[config.mk]
export PLATFORM = sky130hd
export DESIGN_NAME = debug_send_fsm
export DESIGN_NICKNAME = d
export VERILOG_FILES = /design/src/rtl/debug_send_fsm.sv
export SDC_FILE = /design/constraint.sdc
export NUM_CORES = 2
export LEC_CHECK = 0
export BUFFER_PORTS_ARGS = -buffer_cell sky130_fd_sc_hd__buf_2
export CAP_MARGIN = 20
export CORE_AREA = 4 4 426 428
export DETAILED_ROUTE_END_ITERATION = 12
export DIE_AREA = 0 0 430 432
export GPL_TIMING_DRIVEN = 1
export PLACE_DENSITY = 0.47
export SKIP_CTS_REPAIR_TIMING = 1
export SLEW_MARGIN = 15
export SYNTH_ARGS = -nofsm -noshare
export SYNTH_HDL_FRONTEND = slang
export SYNTH_SLANG_ARGS = --single-unit
[constraint.sdc]
create_clock -name clk -period 3.7 [get_ports clk]
set_input_delay 0.37 -clock clk [delete_from_list [all_inputs] [get_ports clk]]
set_output_delay 0.37 -clock clk [all_outputs]
set_load 0.02 [all_outputs]
[src/rtl/debug_send_fsm.sv]
// debug_send_fsm: streams the PC, a register-file snapshot and data memory out as bytes over a UART, MSB first.
module debug_send_fsm #(
  parameter int PC_BITS         = 32,
  parameter int PROC_BITS       = 32,
  parameter int NUM_REGS        = 32,
  parameter int DATA_ADDRS_BITS = 7,
  parameter int MEM_WORDS       = 128
) (
  input  logic                          clk,
  input  logic                          rst,
  input  logic                          i_start,
  input  logic [PC_BITS-1:0]            i_pc,
  input  logic [NUM_REGS*PROC_BITS-1:0] i_rf_regs,
  input  logic [PROC_BITS-1:0]          i_mem_data,
  input  logic                          i_tx_done,
  output logic                          o_tx_start,
  output logic [7:0]                    o_tx_data,
  output logic                          o_debug_read_data,
  output logic [DATA_ADDRS_BITS-1:0]    o_debug_read_address,
  output logic                          o_busy,
  output logic                          o_done
);
  localparam int MAXW = NUM_REGS > MEM_WORDS ? NUM_REGS : MEM_WORDS;
  localparam int IW   = MAXW > 2 ? $clog2(MAXW) : 1;
  typedef enum logic [2:0] {IDLE, SEND, WAIT_TX, MEM_REQ, MEM_WAIT, DONE} state_t;
  typedef enum logic [1:0] {PH_PC, PH_REG, PH_MEM} phase_t;
  state_t                        state_q, state_d;
  phase_t                        phase_q, phase_d;
  logic [31:0]                   shift_q, shift_d;
  logic [NUM_REGS*PROC_BITS-1:0] snap_q, snap_d;
  logic [1:0]                    byte_q, byte_d;
  logic [IW-1:0]                 idx_q, idx_d;
  logic [7:0]                    tx_data_q, tx_data_d;
  logic [DATA_ADDRS_BITS-1:0]    addr_q, addr_d;
  logic                          rd_q, rd_d;
  // The snapshot is consumed by shifting, so the next register is always in its low word.
  always_comb begin
    state_d = state_q;
    phase_d = phase_q;
    shift_d = shift_q;
    snap_d  = snap_q;
    byte_d  = byte_q;
    idx_d   = idx_q;
    case (state_q)
      IDLE: if (i_start) begin
        snap_d  = i_rf_regs;
        shift_d = 32'(i_pc);
        byte_d  = '0;
        idx_d   = '0;
        phase_d = PH_PC;
        state_d = SEND;
      end
      SEND: state_d = WAIT_TX;
      WAIT_TX: if (i_tx_done) begin
        shift_d = {shift_q[23:0], 8'h00};
        byte_d  = byte_q + 2'd1;
        state_d = SEND;
        if (byte_q == 2'd3) begin
          byte_d = '0;
          if (phase_q == PH_MEM) begin
            if (idx_q == IW'(MEM_WORDS - 1)) state_d = DONE;
            else begin
              idx_d   = idx_q + IW'(1);
              state_d = MEM_REQ;
            end
          end else if (phase_q == PH_PC || idx_q != IW'(NUM_REGS - 1)) begin
            shift_d = 32'(snap_q[PROC_BITS-1:0]);
            snap_d  = snap_q >> PROC_BITS;
            idx_d   = phase_q == PH_PC ? '0 : idx_q + IW'(1);
            phase_d = PH_REG;
          end else if (MEM_WORDS == 0) state_d = DONE;
          else begin
            idx_d   = '0;
            phase_d = PH_MEM;
            state_d = MEM_REQ;
          end
        end
      end
      MEM_REQ: state_d = MEM_WAIT;
      MEM_WAIT: begin
        shift_d = 32'(i_mem_data);
        state_d = SEND;
      end
      DONE: state_d = IDLE;
      default: state_d = IDLE;
    endcase
    tx_data_d = state_d == SEND ? shift_d[31:24] : tx_data_q;
    addr_d    = state_d == MEM_REQ ? DATA_ADDRS_BITS'(idx_d) : addr_q;
    rd_d      = state_d == MEM_REQ ? 1'b1 : state_d == IDLE ? 1'b0 : rd_q;
  end
  always_ff @(posedge clk) begin
    if (rst) begin
      state_q   <= IDLE;
      phase_q   <= PH_PC;
      shift_q   <= '0;
      snap_q    <= '0;
      byte_q    <= '0;
      idx_q     <= '0;
      tx_data_q <= '0;
      addr_q    <= '0;
      rd_q      <= 1'b0;
    end else begin
      state_q   <= state_d;
      phase_q   <= phase_d;
      shift_q   <= shift_d;
      snap_q    <= snap_d;
      byte_q    <= byte_d;
      idx_q     <= idx_d;
      tx_data_q <= tx_data_d;
      addr_q    <= addr_d;
      rd_q      <= rd_d;
    end
  end
  assign o_tx_start           = state_q == SEND;
  assign o_tx_data            = tx_data_q;
  assign o_debug_read_data    = rd_q;
  assign o_debug_read_address = addr_q;
  assign o_busy               = state_q != IDLE;
  assign o_done               = state_q == DONE;
endmodule

# Word-level counts from Yosys, hierarchy flattened
# Cells that the tools add are included.
[op_classes]
addsub = 2
mul = 0
div = 0
n_lt_le_gt_ge = 0
n_eq_ne = 16
n_shift = 0
muxes = 38
n_bitwise = 0
reduce_logical = 12
[ops]
columns = ["op", "count"]
rows = [
  ["1024-bit two-way mux", 5],
  ["1024-bit case mux with 2 select lines", 1],
  ["32-bit two-way mux", 5],
  ["32-bit case mux with 3 select lines", 1],
  ["7-bit two-way mux", 7],
  ["2-bit two-way mux", 8],
  ["3-bit two-way mux", 5],
  ["3-bit case mux with 5 select lines", 1],
  ["7-bit case mux with 2 select lines", 1],
  ["2-bit != test (second input constant)", 5],
  ["3-bit by 2-bit == test with 1-bit output (second input constant)", 3],
  ["2-bit case mux with 2 select lines", 2],
  ["7-bit by 1-bit adder with 7-bit output (second input constant)", 1],
  ["7-bit == test (second input constant)", 1],
  ["7-bit by 5-bit != test with 1-bit output (second input constant)", 1],
  ["3-bit by 1-bit == test with 1-bit output (second input constant)", 2],
  ["3-bit == test (second input constant)", 2],
  ["3-bit zero test", 2],
  ["3-bit AND reduction", 2],
  ["6-bit AND reduction", 1],
  ["3-bit nonzero test", 2],
  ["5-bit AND reduction", 1],
  ["2-bit == test (second input constant)", 2],
  ["2-bit nonzero test", 2],
  ["4 further kinds", 5],
]
[word_totals]
register_bits = 1086
latchBits = 0
ram_bits = 0
rom_bits = 0
in_bits = 1092
out_inout_bits = 19
word_cells = 78
memories = 0

# Logic depth before layout (Yosys ltp)
[logic_depth]
word_depth = 10
mapped_depth = 10
mapped_depth_nobuf = 6

# Least setup slack after synthesis
# Ideal clock, no wire load.
[synth_path]
path_kind = "register -> register"
from = "register idx_q[0]"
to = "register shift_q[12]"
setup_ns = 0.132
arrival_ns = 2.036
t_required_ns = 3.568
slack_ns = 1.531
stages_incl_launch_ff = 9
n_path_buf = 2
period_less_slack_ns = 2.169
path_cell_list = "dfxtp_1 > ha_1 > nand4_1 > o211a_1 > clkbuf_1 > clkbuf_1 > mux2_2 > nand2_1 > a21oi_1"
[synth_via]
elab_chain_cells = 7
[synth_rtl]
columns = ["item", "line", "text"]
rows = [
  ["from (decl)", "32", "logic [IW-1:0] idx_q, idx_d;"],
  ["from (signal assigned)", "108", "idx_q <= idx_d;"],
  ["7-bit by 5-bit != test with 1-bit output", "66", "end else if (phase_q == PH_PC || idx_q != IW'(NUM_REGS - 1)) begin"],
  ["1-bit logical OR", "66", ""],
  ["32-bit two-way mux", "66", ""],
  ["32-bit two-way mux", "60", "if (phase_q == PH_MEM) begin"],
  ["32-bit two-way mux", "58", "if (byte_q == 2'd3) begin"],
  ["32-bit two-way mux", "54", "WAIT_TX: if (i_tx_done) begin"],
  ["32-bit case mux with 3 select lines", "44", "case (state_q)"],
  ["to (signal assigned)", "105", "shift_q <= shift_d;"],
  ["to (decl)", "29", "logic [31:0] shift_q, shift_d;"],
]
# Every way passes these cells. The select of a mux whose other input is x is not followed.
# A chain may end at the register's enable or synchronous reset.

# Final worst setup path
[layout_path]
from = "register state_q[1]"
to = "register snap_q[226]"
[layout_via]
elab_chain_cells = 3
word_cells_on_any_way = 10
classes_between = "6 x eq/ne; 1 x mux; 3 x reduce/logical"
[layout_rtl]
columns = ["item", "line", "text"]
rows = [
  ["from (decl)", "27", "state_t state_q, state_d;"],
  ["from (signal assigned)", "103", "state_q <= state_d;"],
  ["3-bit by 2-bit == test with 1-bit output or 3-bit zero test (tied branches)", "44", ""],
  ["2-bit != test (no line) or 2-bit nonzero test (tied branches)", "-", ""],
  ["6-bit AND reduction (no line)", "-", ""],
  ["to (signal assigned)", "106", "snap_q <= snap_d;"],
  ["to (decl)", "30", "logic [NUM_REGS*PROC_BITS-1:0] snap_q, snap_d;"],
]
# Parallel ways exist; a longest one is shown, timed or not.

==> summary.md <==
| Metric | Value |
|---|---|
| LEAKAGE | `27.8 nW` |
| Startpoint types | `flop` |
| Total placed cells including tap cells | `approximately 8,900` |
| Root Driver | `clkbuf_16` |
| First-pass GRT wire length | `approximately 300 mm` |
| FMAX | `0.339 GHz` |
| Setup violators final | `0` |
| Clock sinks | `approximately 1,100` |
| DRT iter0 DRCs | `4,329` |
| Max-cap violations | `0` |
| Buf/Inv on CP | `2` |
| Max Used Layer | `met5` |
| Syn nets | `approximately 7,000` |
| Fraction of layout cells with a size suffix above 1 | `around 18%` |
| Post-Route WL | `220 mm` |
| Peak VDD IR | `452 µV` |
| Total vias in the final route | `51,600` |
| Layout area overhead | `48.2%` |
| Die footprint | `0.186 mm²` |
| Status | `finished clean` |
| Worst min-delay path class | `in2reg` |
| Pins Over Slew Limit | `0` |
| Antenna violations before repair | `42` |
| EDFF count, synth | `0` |
| Largest net degree at the start of global routing | `196` |
| Power density cells | `~470 mW/mm²` |
| Final nets | `just under 9,000` |
| Predominant post-synthesis flop cell | `dfxtp_1` |
| Vias per cell | `5.01` |
| Max stage delay on crit path | `0.58 ns` |
| Clock Skew | `0.0270 ns` |
| YS warnings | `0` |
| Type of the worst setup path | `reg2reg` |
| Slew at the pin with the worst max-slew slack | `between 1 and 1.5 ns` |
| CTS tree | `built` |
| FILL cells | `18,200` |
| Register area share after synthesis | `between 40 and 50%` |
| Crit path DAT | `approximately 3.6 ns` |
| CP Max Fanout | `63` |
| CTS Buf Count | `between 100 and 150` |
| Initial Util | `25.9%` |
| Final GP Congestion | `0.918` |
| Post-synthesis instance area | `0.0461 mm²` |
| Final hold vios | `0` |
| Unrepaired setup endpoints after global routing | `no` |
| Residual DRC | `0` |
| Final setup TNS | `0 ns` |
| Cells after synthesis | `5,997` |
| # IOs | `1,111` |
| Htree depth | `4` |
| Row Count | `155` |
| WL met3 | `around 12 mm` |
| Clk_lat worst skew | `0.78 ns` |
| Average size of a mapped cell | `around 7.7 µm²` |
| WP data required | `between 4 and 5 ns` |
| Grt total ovfl | `0` |
| Met1 WL | `92.0 mm` |
| Per-cell routed wire length | `21.3 µm` |
| Minimum clock period | `2.95 ns` |
| Drt pass-1 iters | `6` |
| Final worst path period share | `between 70% and 80%` |
| Slew HR | `26.1%` |
| Clock buffer depth | `3` |
| Core area | `approximately 0.18 mm²` |
| Aggregate global-route resource usage | `a little over a fifth` |
| Slowest CP cell | `dfxtp_1` |
| Seq cells post-synth | `1,078` |
| Antenna viol nets, final | `0` |
| Pwr Total | `0.0320 W` |
| Finished Layout Cells | `10,300` |
| Vias in the first global route | `44,900` |
| Dpl hpwl | `151 mm` |
| Worst-path cell chain | `nor3b_2, nand2_2, o31ai_4, buf_12, buf_4, nor2_1, a311oi_1` |
| Clock slew at reported path FFs | `0.06 ns` |
| CP top delay family | `buffers and inverters` |
| Die H | `432 µm` |
| Port bufs | `about 1,100` |
| Number of distinct library cells after synthesis | `54` |
| Reg area | `0.0216 mm²` |
| Wire length on met2 | `about 110 mm` |
| CP endpoint kind | `flop` |
| Post-synth ARST share | `0%` |
| Hold Worst Slack | `about 0.013 ns` |
| Multi-input gate area | `about 0.022 mm²` |
| Chip width | `430 µm` |
| Layout Utilization | `38.4%` |
synthesized netlist by cell type (all sizes together), types with 2 or more instances:
cell	instances	share of area, %
mux2	23	0.56
a21oi	75	0.81
nor4	2	0.027
clkbuf	393	3.2
and2	2	0.027
nand4	2	0.027
a311oi	1002	19
o31ai	2	0.062
nor3	11	0.12
nand2	2056	17
inv	3	0.024
o211ai	2	0.033
ha	2	0.054
or2	3	0.041
nor3b	6	0.098
buf	205	2.3
a31oi	4	0.054
or3b	2	0.038
nor2	1016	8.3
o21ai	8	0.087
a211oi	4	0.065
o21a	2	0.033
a22oi	9	0.15
nor2b	3	0.041
dfxtp	1078	47
nand3	37	0.40
and3	2	0.027
a222oi	24	0.52
layer usage:
layer	up-vias	global-route usage, %
met4	2	8.12
li1	24600	-
met1	24400	27.1
met5	-	0
met2	2019	35.4
met3	545	3.29
placed cells by master (no fill, tap or decap), types with 9 or more instances in the layout:
master         count
nor2_1          1014
buf_2           1109
nand2_1         2055
dfxtp_1         1078
nand3_1           37
clkbuf_1          31
a222oi_1          24
diode_2           42
clkbuf_16        135
clkinv_2          16
nor3_1             9
mux2_2            23
clkbuf_8          28
dlygate4sd3_1   1068
buf_12            38
a311oi_1        1002
a21oi_1           75
a22oi_1            9
buf_4             45
inv_6              9
stage by stage:
step / area, µm² / worst slack, ns
after global placement: 53200 / 0.837
after CTS: 57500 / 0.725
after floorplan: 46100 / 1.53
after global routing: 68300 / 0.412
after detailed placement: 53200 / 0.746
final: 68300 / 0.748
area by class of cell:
type | instances | share of cell area [%]
timing repair buffer | 2262 | 25.4
inverter | 3 | 0.0165
antenna | 42 | 0.154
multi-input combinational | 4318 | 32.2
clock inverter | 39 | 0.579
tap | 2355 | 4.31
clock buffer | 194 | 5.68
sequential | 1078 | 31.6
path summary, 6_finish.rpt:
kind | startpoint | endpoint | slack [ns] | cells after the start
max | state_q[1] | snap_q[226] | 0.75 | 7
min | i_mem_data[29] | o_tx_data[5] | 0.01 | 3
max reg2reg | state_q[1] | snap_q[226] | 0.75 | 7
min reg2reg | snap_q[1023] | snap_q[1023] | 0.45 | 2
report_power, final:
part	leakage (nW)	switching (W)	internal [W]
registers	8.93	0.000777	0.0128
clock network	2.10	0.00537	0.00757
logic	16.7	0.00307	0.00247
total	27.8	0.00921	0.0228
worst register-to-register path, delay by kind of cell, from the launching register on:
family	cells	cell delay, ns
AND/OR/NAND/NOR	3	0.65
buffers and inverters	2	0.95
flip-flops	1	0.58
AO/OA/AOI/OAI	2	0.67
state kept, by name (all words and copies together), names as in the netlist:
| name | count |
|---|---|
| snap_q | 1024 |
| o_debug_read_address | 7 |
| byte_q | 2 |
| idx_q | 7 |
| phase_q | 2 |
| o_tx_data | 8 |
| shift_q | 24 |
| o_debug_read_data | 1 |
| state_q | 3 |
cell families after synthesis:
group,share of synthesized area [%]
and+or+nand+nor,26.0
DFF,46.8
buffers and inverters,5.49
adders and majority gates,0.0543
xor gates and xnor gates,0.0190
AOI/OAI and AO/OA,21.1
muxes,0.583
Power figures use the tool's default switching activity.
